$ cat src/rtl/vga_pkg.sv
// Shared VGA timing constants and screen coordinate type.
// Default geometry is 640x480 @ 60 Hz (800x525 total).
package vga_pkg;

  localparam int DEF_H_VISIBLE = 640;
  localparam int DEF_H_FRONT   = 16;
  localparam int DEF_H_SYNC    = 96;
  localparam int DEF_H_BACK    = 48;
  localparam int DEF_V_VISIBLE = 480;
  localparam int DEF_V_FRONT   = 10;
  localparam int DEF_V_SYNC    = 2;
  localparam int DEF_V_BACK    = 33;

  localparam int DEF_H_TOTAL =
    DEF_H_VISIBLE + DEF_H_FRONT +
    DEF_H_SYNC + DEF_H_BACK;
  localparam int DEF_V_TOTAL =
    DEF_V_VISIBLE + DEF_V_FRONT +
    DEF_V_SYNC + DEF_V_BACK;

  typedef logic [9:0] coord_t;

endpackage

$ cat src/rtl/vga_timing_gen_if.sv
// Timing bundle from the generator to the pixel pipeline.
// master drives it, slave observes it.
interface vga_timing_gen_if;
  import vga_pkg::*;

  coord_t      h_counter;
  coord_t      v_counter;
  logic        video_on;
  logic        hsync;
  logic        vsync;
  logic        pixel_tick;
  logic        line_start;
  logic        frame_start;
  logic        blank_n;
  logic        sync_n;
  logic [15:0] frame_count;

  modport master (
    output h_counter, v_counter,
    output video_on, hsync, vsync,
    output pixel_tick, line_start,
    output frame_start, blank_n,
    output sync_n, frame_count
  );

  modport slave (
    input h_counter, v_counter,
    input video_on, hsync, vsync,
    input pixel_tick, line_start,
    input frame_start, blank_n,
    input sync_n, frame_count
  );

endinterface

$ cat src/rtl/vga_wrap_counter.sv
// Modulo counter that advances on request and flags
// the advance on which it rolls over to zero.
module vga_wrap_counter
  import vga_pkg::*;
#(
  parameter int MODULUS = DEF_H_TOTAL,
  parameter int RST_VAL = DEF_H_TOTAL - 1
) (
  input  logic   clk,
  input  logic   rst_n,
  input  logic   advance,
  output coord_t count,
  output logic   wrap
);

  localparam coord_t LAST = coord_t'(MODULUS - 1);
  localparam coord_t INIT = coord_t'(RST_VAL);

  assign wrap = advance && (count == LAST);

  // count register, rolls to 0 after LAST
  always_ff @(posedge clk or negedge rst_n) begin
    if (!rst_n) begin
      count <= INIT;
    end else if (advance) begin
      count <= wrap ? '0 : count + 1'b1;
    end
  end

endmodule

$ cat src/rtl/vga_timing_gen.sv
// VGA raster timing: pixel divider, h/v counters, syncs.
// Optional frame counter: VGA_TIMING_FRAME_COUNT_EN.
module vga_timing_gen
  import vga_pkg::*;
#(
  parameter int H_VISIBLE = DEF_H_VISIBLE,
  parameter int H_FRONT   = DEF_H_FRONT,
  parameter int H_SYNC    = DEF_H_SYNC,
  parameter int H_BACK    = DEF_H_BACK,
  parameter int V_VISIBLE = DEF_V_VISIBLE,
  parameter int V_FRONT   = DEF_V_FRONT,
  parameter int V_SYNC    = DEF_V_SYNC,
  parameter int V_BACK    = DEF_V_BACK,
  parameter int CLK_DIV   = 2,
  parameter bit HSYNC_POL = 1'b0,
  parameter bit VSYNC_POL = 1'b0
) (
  input  logic             clk,
  input  logic             rst_n,
  input  logic             enable,
  vga_timing_gen_if.master vga
);

  localparam int H_TOTAL =
    H_VISIBLE + H_FRONT + H_SYNC + H_BACK;
  localparam int V_TOTAL =
    V_VISIBLE + V_FRONT + V_SYNC + V_BACK;

  localparam int DW =
    (CLK_DIV > 1) ? $clog2(CLK_DIV) : 1;
  localparam logic [DW-1:0] DIV_MAX =
    DW'(CLK_DIV - 1);

  localparam coord_t H_VIS = coord_t'(H_VISIBLE);
  localparam coord_t V_VIS = coord_t'(V_VISIBLE);
  localparam coord_t HS_BEG =
    coord_t'(H_VISIBLE + H_FRONT);
  localparam coord_t HS_END =
    coord_t'(H_VISIBLE + H_FRONT + H_SYNC - 1);
  localparam coord_t VS_BEG =
    coord_t'(V_VISIBLE + V_FRONT);
  localparam coord_t VS_END =
    coord_t'(V_VISIBLE + V_FRONT + V_SYNC - 1);

  logic [DW-1:0] div;
  logic          advance;
  coord_t        h, v;
  coord_t        h_nxt, v_nxt;
  logic          h_wrap, v_wrap;

  logic video_q, hsync_q, vsync_q;
  logic tick_q, line_q, frame_q;

  assign advance = enable && (div == DIV_MAX);

  // pixel clock divider, frozen while disabled
  always_ff @(posedge clk or negedge rst_n) begin
    if (!rst_n) begin
      div <= '0;
    end else if (enable) begin
      div <= (div == DIV_MAX) ? '0 : div + 1'b1;
    end
  end

  vga_wrap_counter #(
    .MODULUS (H_TOTAL),
    .RST_VAL (H_TOTAL - 1)
  ) u_h (
    .clk     (clk),
    .rst_n   (rst_n),
    .advance (advance),
    .count   (h),
    .wrap    (h_wrap)
  );

  vga_wrap_counter #(
    .MODULUS (V_TOTAL),
    .RST_VAL (V_TOTAL - 1)
  ) u_v (
    .clk     (clk),
    .rst_n   (rst_n),
    .advance (h_wrap),
    .count   (v),
    .wrap    (v_wrap)
  );

  // counter values after the pending advance
  always_comb begin
    h_nxt = h_wrap ? '0 : h + 1'b1;
    v_nxt = v;
    if (h_wrap) begin
      v_nxt = v_wrap ? '0 : v + 1'b1;
    end
  end

  // levels decoded from next-state so they align with counters
  always_ff @(posedge clk or negedge rst_n) begin
    if (!rst_n) begin
      video_q <= 1'b0;
      hsync_q <= ~HSYNC_POL;
      vsync_q <= ~VSYNC_POL;
      tick_q  <= 1'b0;
      line_q  <= 1'b0;
      frame_q <= 1'b0;
    end else begin
      tick_q  <= advance;
      line_q  <= h_wrap;
      frame_q <= v_wrap;
      if (advance) begin
        video_q <= (h_nxt < H_VIS) && (v_nxt < V_VIS);
        hsync_q <= (h_nxt >= HS_BEG && h_nxt <= HS_END)
                   ? HSYNC_POL : ~HSYNC_POL;
        vsync_q <= (v_nxt >= VS_BEG && v_nxt <= VS_END)
                   ? VSYNC_POL : ~VSYNC_POL;
      end
    end
  end

`ifdef VGA_TIMING_FRAME_COUNT_EN
  logic [15:0] fcnt;

  // one count per frame_start pulse, wraps at 16 bits
  always_ff @(posedge clk or negedge rst_n) begin
    if (!rst_n) begin
      fcnt <= '0;
    end else if (frame_q) begin
      fcnt <= fcnt + 16'd1;
    end
  end

  assign vga.frame_count = fcnt;
`else
  assign vga.frame_count = '0;
`endif

  assign vga.h_counter   = h;
  assign vga.v_counter   = v;
  assign vga.video_on    = video_q;
  assign vga.blank_n     = video_q;
  assign vga.hsync       = hsync_q;
  assign vga.vsync       = vsync_q;
  assign vga.pixel_tick  = tick_q;
  assign vga.line_start  = line_q;
  assign vga.frame_start = frame_q;
  assign vga.sync_n      = 1'b0;

endmodule

$ cat src/flat_wrapper.sv
// flat-port wrapper written by rule: the top's interface ports become plain ports
module vga_timing_gen_flat import vga_pkg::*;
#(
  parameter int H_VISIBLE = DEF_H_VISIBLE,
  parameter int H_FRONT   = DEF_H_FRONT,
  parameter int H_SYNC    = DEF_H_SYNC,
  parameter int H_BACK    = DEF_H_BACK,
  parameter int V_VISIBLE = DEF_V_VISIBLE,
  parameter int V_FRONT   = DEF_V_FRONT,
  parameter int V_SYNC    = DEF_V_SYNC,
  parameter int V_BACK    = DEF_V_BACK,
  parameter int CLK_DIV   = 2,
  parameter bit HSYNC_POL = 1'b0,
  parameter bit VSYNC_POL = 1'b0
)
  (clk, rst_n, enable, vga_h_counter, vga_v_counter, vga_video_on, vga_hsync, vga_vsync, vga_pixel_tick, vga_line_start, vga_frame_start, vga_blank_n, vga_sync_n, vga_frame_count);
  vga_timing_gen_if vga_i ();
  input  logic clk;
  input  logic rst_n;
  input  logic enable;
  output wire logic [$bits(vga_i.h_counter)-1:0] vga_h_counter;
  output wire logic [$bits(vga_i.v_counter)-1:0] vga_v_counter;
  output wire logic [$bits(vga_i.video_on)-1:0] vga_video_on;
  output wire logic [$bits(vga_i.hsync)-1:0] vga_hsync;
  output wire logic [$bits(vga_i.vsync)-1:0] vga_vsync;
  output wire logic [$bits(vga_i.pixel_tick)-1:0] vga_pixel_tick;
  output wire logic [$bits(vga_i.line_start)-1:0] vga_line_start;
  output wire logic [$bits(vga_i.frame_start)-1:0] vga_frame_start;
  output wire logic [$bits(vga_i.blank_n)-1:0] vga_blank_n;
  output wire logic [$bits(vga_i.sync_n)-1:0] vga_sync_n;
  output wire logic [$bits(vga_i.frame_count)-1:0] vga_frame_count;
  assign vga_h_counter = vga_i.h_counter;
  assign vga_v_counter = vga_i.v_counter;
  assign vga_video_on = vga_i.video_on;
  assign vga_hsync = vga_i.hsync;
  assign vga_vsync = vga_i.vsync;
  assign vga_pixel_tick = vga_i.pixel_tick;
  assign vga_line_start = vga_i.line_start;
  assign vga_frame_start = vga_i.frame_start;
  assign vga_blank_n = vga_i.blank_n;
  assign vga_sync_n = vga_i.sync_n;
  assign vga_frame_count = vga_i.frame_count;
  vga_timing_gen #(.H_VISIBLE(H_VISIBLE), .H_FRONT(H_FRONT), .H_SYNC(H_SYNC), .H_BACK(H_BACK), .V_VISIBLE(V_VISIBLE), .V_FRONT(V_FRONT), .V_SYNC(V_SYNC), .V_BACK(V_BACK), .CLK_DIV(CLK_DIV), .HSYNC_POL(HSYNC_POL), .VSYNC_POL(VSYNC_POL)) u_core (.clk(clk), .rst_n(rst_n), .enable(enable), .vga(vga_i));
endmodule
$ cat config.mk
export PLATFORM = sky130hd
export DESIGN_NAME = vga_timing_gen_flat
export DESIGN_NICKNAME = d
export VERILOG_FILES = /design/src/rtl/vga_pkg.sv /design/src/rtl/vga_timing_gen_if.sv /design/src/rtl/vga_wrap_counter.sv /design/src/rtl/vga_timing_gen.sv /design/src/flat_wrapper.sv
export SDC_FILE = /design/constraint.sdc
export NUM_CORES = 1
export LEC_CHECK = 0
export ABC_AREA = 1
export BUFFER_PORTS_ARGS = -buffer_cell sky130_fd_sc_hd__buf_2
export CORE_MARGIN = 2
export CORE_UTILIZATION = 28
export CTS_BUF_LIST = sky130_fd_sc_hd__clkbuf_4 sky130_fd_sc_hd__clkbuf_8
export DETAILED_ROUTE_END_ITERATION = 10
export GPL_ROUTABILITY_DRIVEN = 0
export PLACE_DENSITY = 0.53
export SYNTH_ARGS = -nofsm -noshare
export SYNTH_HDL_FRONTEND = slang
export SYNTH_SLANG_ARGS = --single-unit
$ cat constraint.sdc
create_clock -name clk -period 4.6 [get_ports clk]
set_input_delay 0.46 -clock clk [delete_from_list [all_inputs] [get_ports clk]]
set_output_delay 0.46 -clock clk [all_outputs]
set_load 0.05 [all_outputs]
==> results.sh, run 1 <==
export IMPL_status="finished, final reports clean"
export IMPL_syn2layout_area_growth_pct=11.5
export IMPL_grt_max_degree=28
export IMPL_cts_root_buf="clkbuf_8"
export IMPL_n_fill_cell=700
export IMPL_rsz0062_at_grt="no"
export IMPL_period_share=0.442
export IMPL_setup_viol=0
export IMPL_initial_core_util=0.288
export IMPL_leakage_uw=0.00109
export IMPL_drtAntennaViolNets=0
export IMPL_num_io_pins=47
export IMPL_avgSynthCellArea_um2=7.17
export IMPL_synthCells=252
export IMPL_clock_sinks=27
export IMPL_drive_gt1_frac=0.224
export IMPL_min_period_ns=2.04
export IMPL_max_cap_violations=0
export IMPL_n_antenna_cell=0
export IMPL_drv_slew=0
export IMPL_hold_viol=0
export IMPL_worstPathRequired_ns=4.83
export IMPL_crit_path_max_incr_delay_ns=0.39
export IMPL_slew_headroom=0.597
export IMPL_grt_pass1_vias=1534
export IMPL_cts_htree_levels=1
export IMPL_postCtsHoldBufs=0
export IMPL_setup_slack_ns=2.56
export IMPL_wirelength_mm=4.25
export IMPL_crit_path_cell_trace="nand2_1 -> clkinv_2 -> nand2_1 -> nor2_4 -> nand2_2 -> nor2_1 -> a21boi_1 -> nor2_2 -> nand2_1 -> nor2_1 -> nor2_1"
export IMPL_die_area_mm2=0.00711
export IMPL_cp_end_kind="flop"
export IMPL_vias=1607
export IMPL_grt_usage=0.125
export IMPL_grt_pass1_wl_mm=7.31
export IMPL_drc_errors=0
export IMPL_synth_cell_type_count=28
export IMPL_grt_overflow=0
export IMPL_tritoncts="done"
export IMPL_antenna_found_initial=0
export IMPL_cpMaxStageDelayCell="dfrtp_1"
export IMPL_fmax_mhz=491
export IMPL_clk_latency_ns=0.28
export IMPL_post_synth_instance_area_mm2=0.00181
export IMPL_tightest_slew_ns=0.604
export IMPL_pwr_density_cell_mw_per_mm2=432
export IMPL_min_path_type="in2async"
export IMPL_final_common_cell="nand2_1"
export IMPL_clk_pin_slew_ns=0.10
export IMPL_cp_buffers_inverters=1
export IMPL_cts_setup_buffers=0
export IMPL_die_w_um=84.3
export IMPL_drt_iter0_markers=134
export IMPL_clock_path_buffers=2
export IMPL_synth_yosys_seq_area_share=0.382
export IMPL_cts_made_buffers=3
export IMPL_drt_first_pass_iters=4
export IMPL_coreArea_mm2=0.00628
export IMPL_total_power_uw=871
export IMPL_die_h_um=84.3
export IMPL_reg2reg_from="u_core.div"
export IMPL_critPathTopFamily="simple AND/OR/NAND/NOR gates"
export IMPL_dp_slack_ns=2.38
export IMPL_viasPerCell=4.49
export IMPL_whs_ns=0.174
export IMPL_critPathLaunchType="flop"
export IMPL_wl_per_cell_um=11.9
export IMPL_synth_seq_cells=27
export IMPL_skew_ns=0.00236
export IMPL_final_cell_mix="nand2_1, inv_1, buf_2"
export IMPL_path_class="reg2reg"
export IMPL_irDropWorstVdd_uv=274
export IMPL_dp_hpwl_mm=3.30
export IMPL_critPathLaunch="u_core.div"
export IMPL_fin_area_mm2=0.00201
export IMPL_tns_ns=0
export IMPL_cp_max_fo=18
export IMPL_cts_resized=0
export IMPL_row_count=29
export IMPL_crit_arrival_ns=2.26
export IMPL_ys_warn_count=0
export IMPL_placed_area_mm2=0.00197
export IMPL_fin_nets=288
export IMPL_numPortBuffers=29
## path summary, 6_finish.rpt
check / to / slack (ns) / depth (start not counted)
max in group asynchronous: u_core.u_v.count[4] / 4.04 / 1
min in group clk: u_core.div / 0.44 / 3
max: u_core.vga.vsync / 2.56 / 11
min reg2reg: u_core.vga.blank_n / 0.51 / 2
max reg2reg: u_core.vga.vsync / 2.56 / 11
min: u_core.vga.pixel_tick / 0.17 / 1
## metrics by stage
stage | util | cells
global route | 0.321 | 358
floorplan | - | 268
finish | 0.321 | 358
detailed placement | 0.313 | 354
global placement | 0.313 | 354
CTS | 0.321 | 358
## Yosys cell counts, drive strengths merged
cell	instances	area share
clkinv	1	0.0028
clkbuf	2	0.0042
o22ai	1	0.0035
nand4	8	0.028
xor2	1	0.0048
dfrtp	15	0.21
nand2	71	0.15
nand3	29	0.093
a21oi	4	0.011
conb	1	0.0021
o21bai	1	0.0042
ha	3	0.021
dfstp	12	0.17
inv	38	0.080
buf	18	0.075
o21ai	11	0.030
nor2	32	0.093
a21boi	1	0.0042
nor3	3	0.0083
## area by class of cell
type,count,area (um2),area share
multi-input cells,182,883,0.439
flip-flops and latches,27,691,0.343
inverters,39,150,0.0745
repair buffers,29,145,0.0720
well taps,77,96.3,0.0478
clock buffers,3,41.3,0.0205
clock inverters,1,7.51,0.00373
## layer usage
layer	vias up	global-route usage	wire length (um)	part of all wire
met5	-	0	0	0
met4	0	0.0202	21	0.0049
met3	4	0.0226	260	0.061
met2	46	0.210	1970	0.46
met1	736	0.173	2000	0.47
li1	821	-	-	-
## where the power goes
part | switching [uW] | internal (uW) | total (uW)
clock | 82.1 | 61.7 | 144
combinational | 287 | 78.9 | 366
sequential | 62.4 | 298 | 361
## cells by family after synthesis
kind of cell             after synthesis  synth area share
AO/OA/AOI/OAI                         18            0.0533
XOR/XNOR                               1           0.00485
adder cells (fa/ha/maj)                3            0.0208
buffers and inverters                 59             0.162
flip-flops                            27             0.382
other                                  1           0.00208
AND/OR/NAND/NOR                      143             0.375
## registers in the layout, summed over array words and instances, names as in the netlist
name,cells
u_core.vga.blank_n,1
u_core.u_v.count,10
u_core.vga.frame_start,1
u_core.vga.pixel_tick,1
u_core.vga.line_start,1
u_core.div,1
u_core.vga.hsync,1
u_core.u_h.count,10
u_core.vga.vsync,1
No activity file was read; power rests on OpenSTA's default activity.
==> run 2, diff against run 1 <==
- clock period: 4.6 -> 2 ns (I/O delays scaled with it)
==> run 2 against run 1 <==
Flip-flop and latch count is the same. Clock skew grew 0.0065 ns. Sequential share of layout area shrank 1.6 points. Register-to-register slack lost 2.4 ns. Clock power grew 120%. Combinational power grew to 2.5 times the previous value. Cell count grew 2.5%.
==> results.sh, run 2 (synthesis gave the netlist of run 1 again) <==
export IMPL_status="finished, final reports clean"
export IMPL_grt_pass1_wl_mm=7.81
export IMPL_tightest_slew_ns=0.625
export IMPL_clock_power_share=0.155
export IMPL_cts_root_buf="clkbuf_8"
export IMPL_worstPathRequired_ns=2.18
export IMPL_leakage_uw=0.00117
export IMPL_grt_pass1_vias=1630
export IMPL_syn2layout_area_growth_pct=17.0
export IMPL_clk_pin_slew_ns=0.10
export IMPL_fin_util=0.337
export IMPL_ff2ff_setup_slack_ns=0.14
export IMPL_intPower_uw=1060
export IMPL_die_area_mm2=0.00711
export IMPL_irDropWorstVdd_uv=564
export IMPL_fmax_mhz=537
export IMPL_fin_area_mm2=0.00211
export IMPL_cts_htree_levels=1
export IMPL_drt_first_pass_iters=5
export IMPL_clk_latency_ns=0.28
export IMPL_final_common_cell="nand2_1"
export IMPL_largest_registers="u_core.u_h.count: 10 flops, u_core.u_v.count: 10 flops"
export IMPL_reg2reg_from="u_core.u_h.count[0]"
export IMPL_antenna_found_initial=0
export IMPL_max_cap_violations=0
export IMPL_vias=1633
export IMPL_drv_slew=0
export IMPL_grt_overflow=0
export IMPL_swShare=0.488
export IMPL_min_from="enable"
export IMPL_dp_hpwl_mm=3.36
export IMPL_clock_sinks=27
export IMPL_cp_end_kind="flop"
export IMPL_holdPathStages=3
export IMPL_wl_per_cell_um=12.4
export IMPL_p_seq_frac=0.399
export IMPL_drc_errors=0
export IMPL_wirelength_mm=4.54
export IMPL_reg2reg_depth=12
export IMPL_cts_made_buffers=3
export IMPL_drt_iter0_markers=83
export IMPL_slew_headroom=0.583
export IMPL_num_io_pins=47
export IMPL_die_h_um=84.3
export IMPL_grt_usage=0.133
export IMPL_p_switching_uw=1010
export IMPL_initial_core_util=0.288
export IMPL_drive_gt1_frac=0.255
export IMPL_period_share=0.931
export IMPL_crit_arrival_ns=2.05
export IMPL_drtAntennaViolNets=0
export IMPL_min_period_ns=1.86
export IMPL_row_count=29
export IMPL_die_w_um=84.3
export IMPL_skew_ns=0.00887
export IMPL_n_fill_cell=703
export IMPL_grt_max_degree=28
export IMPL_path_class="reg2reg"
export IMPL_pwr_density_cell_mw_per_mm2=981
export IMPL_final_cell_mix="nand2_1, inv_1, buf_2"
export IMPL_cp_max_fo=6
export IMPL_viasPerCell=4.45
export IMPL_min_path_type="in2reg"
export IMPL_tritoncts="done"
export IMPL_setup_viol=0
export IMPL_hold_path_end="u_core.div"
export IMPL_coreArea_mm2=0.00628
export IMPL_whs_ns=0.164
export IMPL_p_comb_frac=0.446
export IMPL_n_antenna_cell=0
export IMPL_fin_nets=297
export IMPL_critPathLaunchType="flop"
export IMPL_hold_viol=0
export IMPL_clock_path_buffers=2
export IMPL_placed_area_mm2=0.00199
export IMPL_numPortBuffers=29
export IMPL_crit_reg2reg_capture="u_core.vga.blank_n"
==> run 2: cell count changes in the layout (fill, tap and decap cells not counted), sizes merged <==
cell | before | now
clkinvlp | 1 | 0
clkinv | 1 | 2
dlygate4sd3 | 0 | 1
buf | 29 | 37
==> run 2: cell type report <==
cell class,instances,area [um2],area share
Multi-Input combinational cell,182,916,0.433
Inverter,39,150,0.0710
Clock buffer,3,41.3,0.0195
Clock inverter,1,5.00,0.00237
Timing Repair Buffer,38,215,0.102
Tap cell,77,96.3,0.0456
Sequential cell,27,691,0.327
==> run 2: per-stage QoR <==
stage	setup TNS (ns)	total power (uW)	setup slack, ns	cells
global route	-0.00306	2210	-0.00298	367
finish	0	2070	0.138	367
floorplan	0	1510	0.0617	268
detailed placement	0	1690	0.0661	357
CTS	0	2020	0.0469	362
global placement	0	1700	0.0895	357
==> run 2: what timing repair did <==
item / CTS / global route
setup buffers: 0 / 5
hold buffers: 1 / 0
endpoints found under the setup margin: 0 / 3
gates resized for setup: 0 / 9
hold endpoints to repair: 15 / 0
==> run 2: worst max-delay path by stage <==
stage | startpoint | to | cells past startpoint
after global placement | u_core.u_h.count[0] | u_core.vga.vsync | 10
after CTS | u_core.u_h.count[0] | u_core.vga.vsync | 10
after floorplan | u_core.u_h.count[0] | u_core.vga.blank_n | 12
after global routing | u_core.u_h.count[0] | u_core.vga.blank_n | 11
final | u_core.u_h.count[0] | u_core.vga.blank_n | 12
after detailed placement | u_core.u_h.count[0] | u_core.vga.vsync | 10
==> run 2: critical path, stage by stage, from the launching register on <==
cell and delay, ns:
dfstp_2 0.60, ha_4 0.16, nand3_4 0.10, nor2_8 0.19
inv_4 0.07, nor2_8 0.17, nand3_1 0.09, nand2_1 0.08
nand3_2 0.09, inv_2 0.08, nor2_1 0.04, nand2_1 0.05
nand2_1 0.04
==> run 2: layer usage <==
| metal | GRT usage | part of all wire | up-vias |
|---|---|---|---|
| met5 | 0 | 0 | - |
| met1 | 0.194 | 0.50 | 764 |
| met3 | 0.0177 | 0.032 | 5 |
| li1 | - | - | 831 |
| met4 | 0.0447 | 0.011 | 0 |
| met2 | 0.204 | 0.46 | 33 |
==> run 2: power groups by stage <==
stage               clock (uW)  sequential (uW)  combinational [uW]
floorplan                    0             1120                 397
global placement             0              834                 862
detailed placement           0              830                 857
CTS                        331              823                 862
global route               358              848                1010
finish                     321              827                 926
==> run 3, diff against run 2 <==
- CORE_UTILIZATION: 28 -> 31
- PLACE_DENSITY: 0.53 -> 0.57
==> run 3 against run 2 <==
Via count increased by 0.61%. Critical path type unchanged. Worst hold slack about the same. Sequential power decreased by 1%. Total power decreased by 0.25%. Largest power group unchanged. Largest cell class unchanged. Cell count decreased by 1.4%. Count of clock-buffer cells in the layout unchanged. First-iteration DRC count increased by 11%. Wire length decreased by 7.9%. Clock skew decreased by 0.0060 ns.
==> results.sh, run 3 (synthesis gave the netlist of run 1 again) <==
export IMPL_status="finished, final reports clean"
export IMPL_reg2reg_depth=10
export IMPL_fin_nets=297
export IMPL_final_common_cell="nand2_1"
export IMPL_drtAntennaViolNets=0
export IMPL_tightest_slew_ns=0.608
export IMPL_cts_made_buffers=3
export IMPL_tritoncts="done"
export IMPL_n_antenna_cell=0
export IMPL_clk_latency_ns=0.28
export IMPL_cp_buffers_inverters=0
export IMPL_drv_slew=0
export IMPL_drc_errors=0
export IMPL_drt_first_pass_iters=5
export IMPL_drt_iter0_markers=92
export IMPL_wirelength_mm=4.18
export IMPL_numPortBuffers=29
export IMPL_initial_core_util=0.324
export IMPL_setup_viol=0
export IMPL_dp_hpwl_mm=3.21
export IMPL_grt_pass1_vias=1448
export IMPL_crit_end="u_core.vga.vsync"
export IMPL_min_path_type="in2reg"
export IMPL_critPathTopFamily="simple AND/OR/NAND/NOR gates"
export IMPL_cts_root_buf="clkbuf_8"
export IMPL_cp_max_fo=7
export IMPL_cts_htree_levels=1
export IMPL_clock_sinks=27
export IMPL_crit_path_max_incr_delay_ns=0.59
export IMPL_final_cell_mix="nand2_1, inv_1, buf_2"
export IMPL_crit_arrival_ns=2.10
export IMPL_tns_ns=0
export IMPL_ff2ff_setup_slack_ns=0.12
export IMPL_critPathLaunch="u_core.u_h.count[1]"
export IMPL_grt_overflow=0
export IMPL_hold_viol=0
export IMPL_clock_path_buffers=2
export IMPL_worst_path_most_repeated_cell="nor2_1"
export IMPL_clk_pin_slew_ns=0.10
export IMPL_wl_per_cell_um=11.6
export IMPL_path_class="reg2reg"
export IMPL_syn2layout_area_growth_pct=16.6
export IMPL_crit_path_cell_trace="ha_4 -> nand3_4 -> nor2_8 -> nand2_2 -> o21bai_1 -> nand3_1 -> nor2_2 -> nand2_1 -> nor2_1 -> nor2_1"
export IMPL_holdPathStages=3
export IMPL_crit_reg2reg_capture="u_core.vga.vsync"
export IMPL_pwr_density_cell_mw_per_mm2=983
export IMPL_largest_registers="u_core.u_h.count: 10 flops, u_core.u_v.count: 10 flops"
export IMPL_fmax_mhz=531
export IMPL_grt_max_degree=28
export IMPL_num_io_pins=47
export IMPL_fin_area_mm2=0.00211
export IMPL_vias=1643
export IMPL_die_area_mm2=0.00645
export IMPL_cp_end_kind="flop"
export IMPL_row_count=27
export IMPL_cpMaxStageDelayCell="dfstp_2"
export IMPL_grt_usage=0.134
export IMPL_leakage_uw=0.00113
export IMPL_grt_pass1_wl_mm=6.73
export IMPL_viasPerCell=4.54
export IMPL_placed_area_mm2=0.00200
export IMPL_slew_headroom=0.594
export IMPL_antenna_found_initial=0
export IMPL_crit_cells=10
export IMPL_coreArea_mm2=0.00557
export IMPL_period_share=0.942
export IMPL_max_cap_violations=0
export IMPL_die_w_um=80.3
export IMPL_irDropWorstVdd_uv=499
export IMPL_drive_gt1_frac=0.266
export IMPL_die_h_um=80.3
export IMPL_skew_ns=0.00290
export IMPL_worstPathRequired_ns=2.22
export IMPL_critPathLaunchType="flop"
export IMPL_reg2reg_from="u_core.u_h.count[1]"
export IMPL_min_period_ns=1.88
-- run 3: how the worst min path moves through the flow --
stage / from / to
2_1_floorplan: rst_n / u_core.div
3_3_place_gp: rst_n / u_core.u_h.count[5]
3_5_place_dp: rst_n / u_core.u_h.count[5]
4_1_cts: enable / u_core.div
5_1_grt: enable / u_core.div
6_report: enable / u_core.div
-- run 3: final cells by class --
class	instances	area, um2
clock buffers	3	41.3
clock inverters	1	7.51
fillers	609	3470
inverters	39	150
multi-input cells	182	911
flip-flops and latches	27	691
well taps	72	90.1
repair buffers	38	215
-- run 3: layer usage --
metal	vias to the layer above	part of all wire	GRT usage	wire, um
met4	0	0.0096	0.0424	40
met1	737	0.46	0.181	1910
li1	832	-	-	-
met5	-	0	0	0
met3	6	0.068	0.0202	283
met2	68	0.47	0.220	1950
-- run 3: report_power, final --
part,switching (uW),internal (uW),total (uW)
Sequential,132,686,818
Combinational,693,231,924
Clock,186,142,328
Total,1010,1060,2070
-- run 3: repair_timing --
item | in CTS | in global routing
resized for setup | 0 | 7
endpoints found under the setup margin | 0 | 4
endpoints found under the hold margin | 15 | 0
hold buffers | 1 | 0
buffers inserted | 0 | 2
-- run 3: through the flow --
step / power (uW) / hold WS, ns / setup slack [ns] / instances / utilization
after floorplan: 1510 / -0.0956 / 0.0617 / 268 / -
after global placement: 1710 / 0.249 / 0.0834 / 355 / 0.360
after detailed placement: 1710 / 0.254 / 0.0638 / 355 / 0.360
after CTS: 2040 / 0.159 / 0.0379 / 360 / 0.370
after global routing: 2200 / 0.191 / -0.00181 / 362 / 0.378
final: 2070 / 0.164 / 0.117 / 362 / 0.378
-- run 3: worst reg2reg max path, cell delays in order, from the launching register on --
cell and delay, ns:
dfstp_2 0.59, ha_4 0.15, nand3_4 0.09, nor2_8 0.18
nand2_2 0.15, o21bai_1 0.16, nand3_1 0.11, nor2_2 0.18
nand2_1 0.07, nor2_1 0.09, nor2_1 0.05
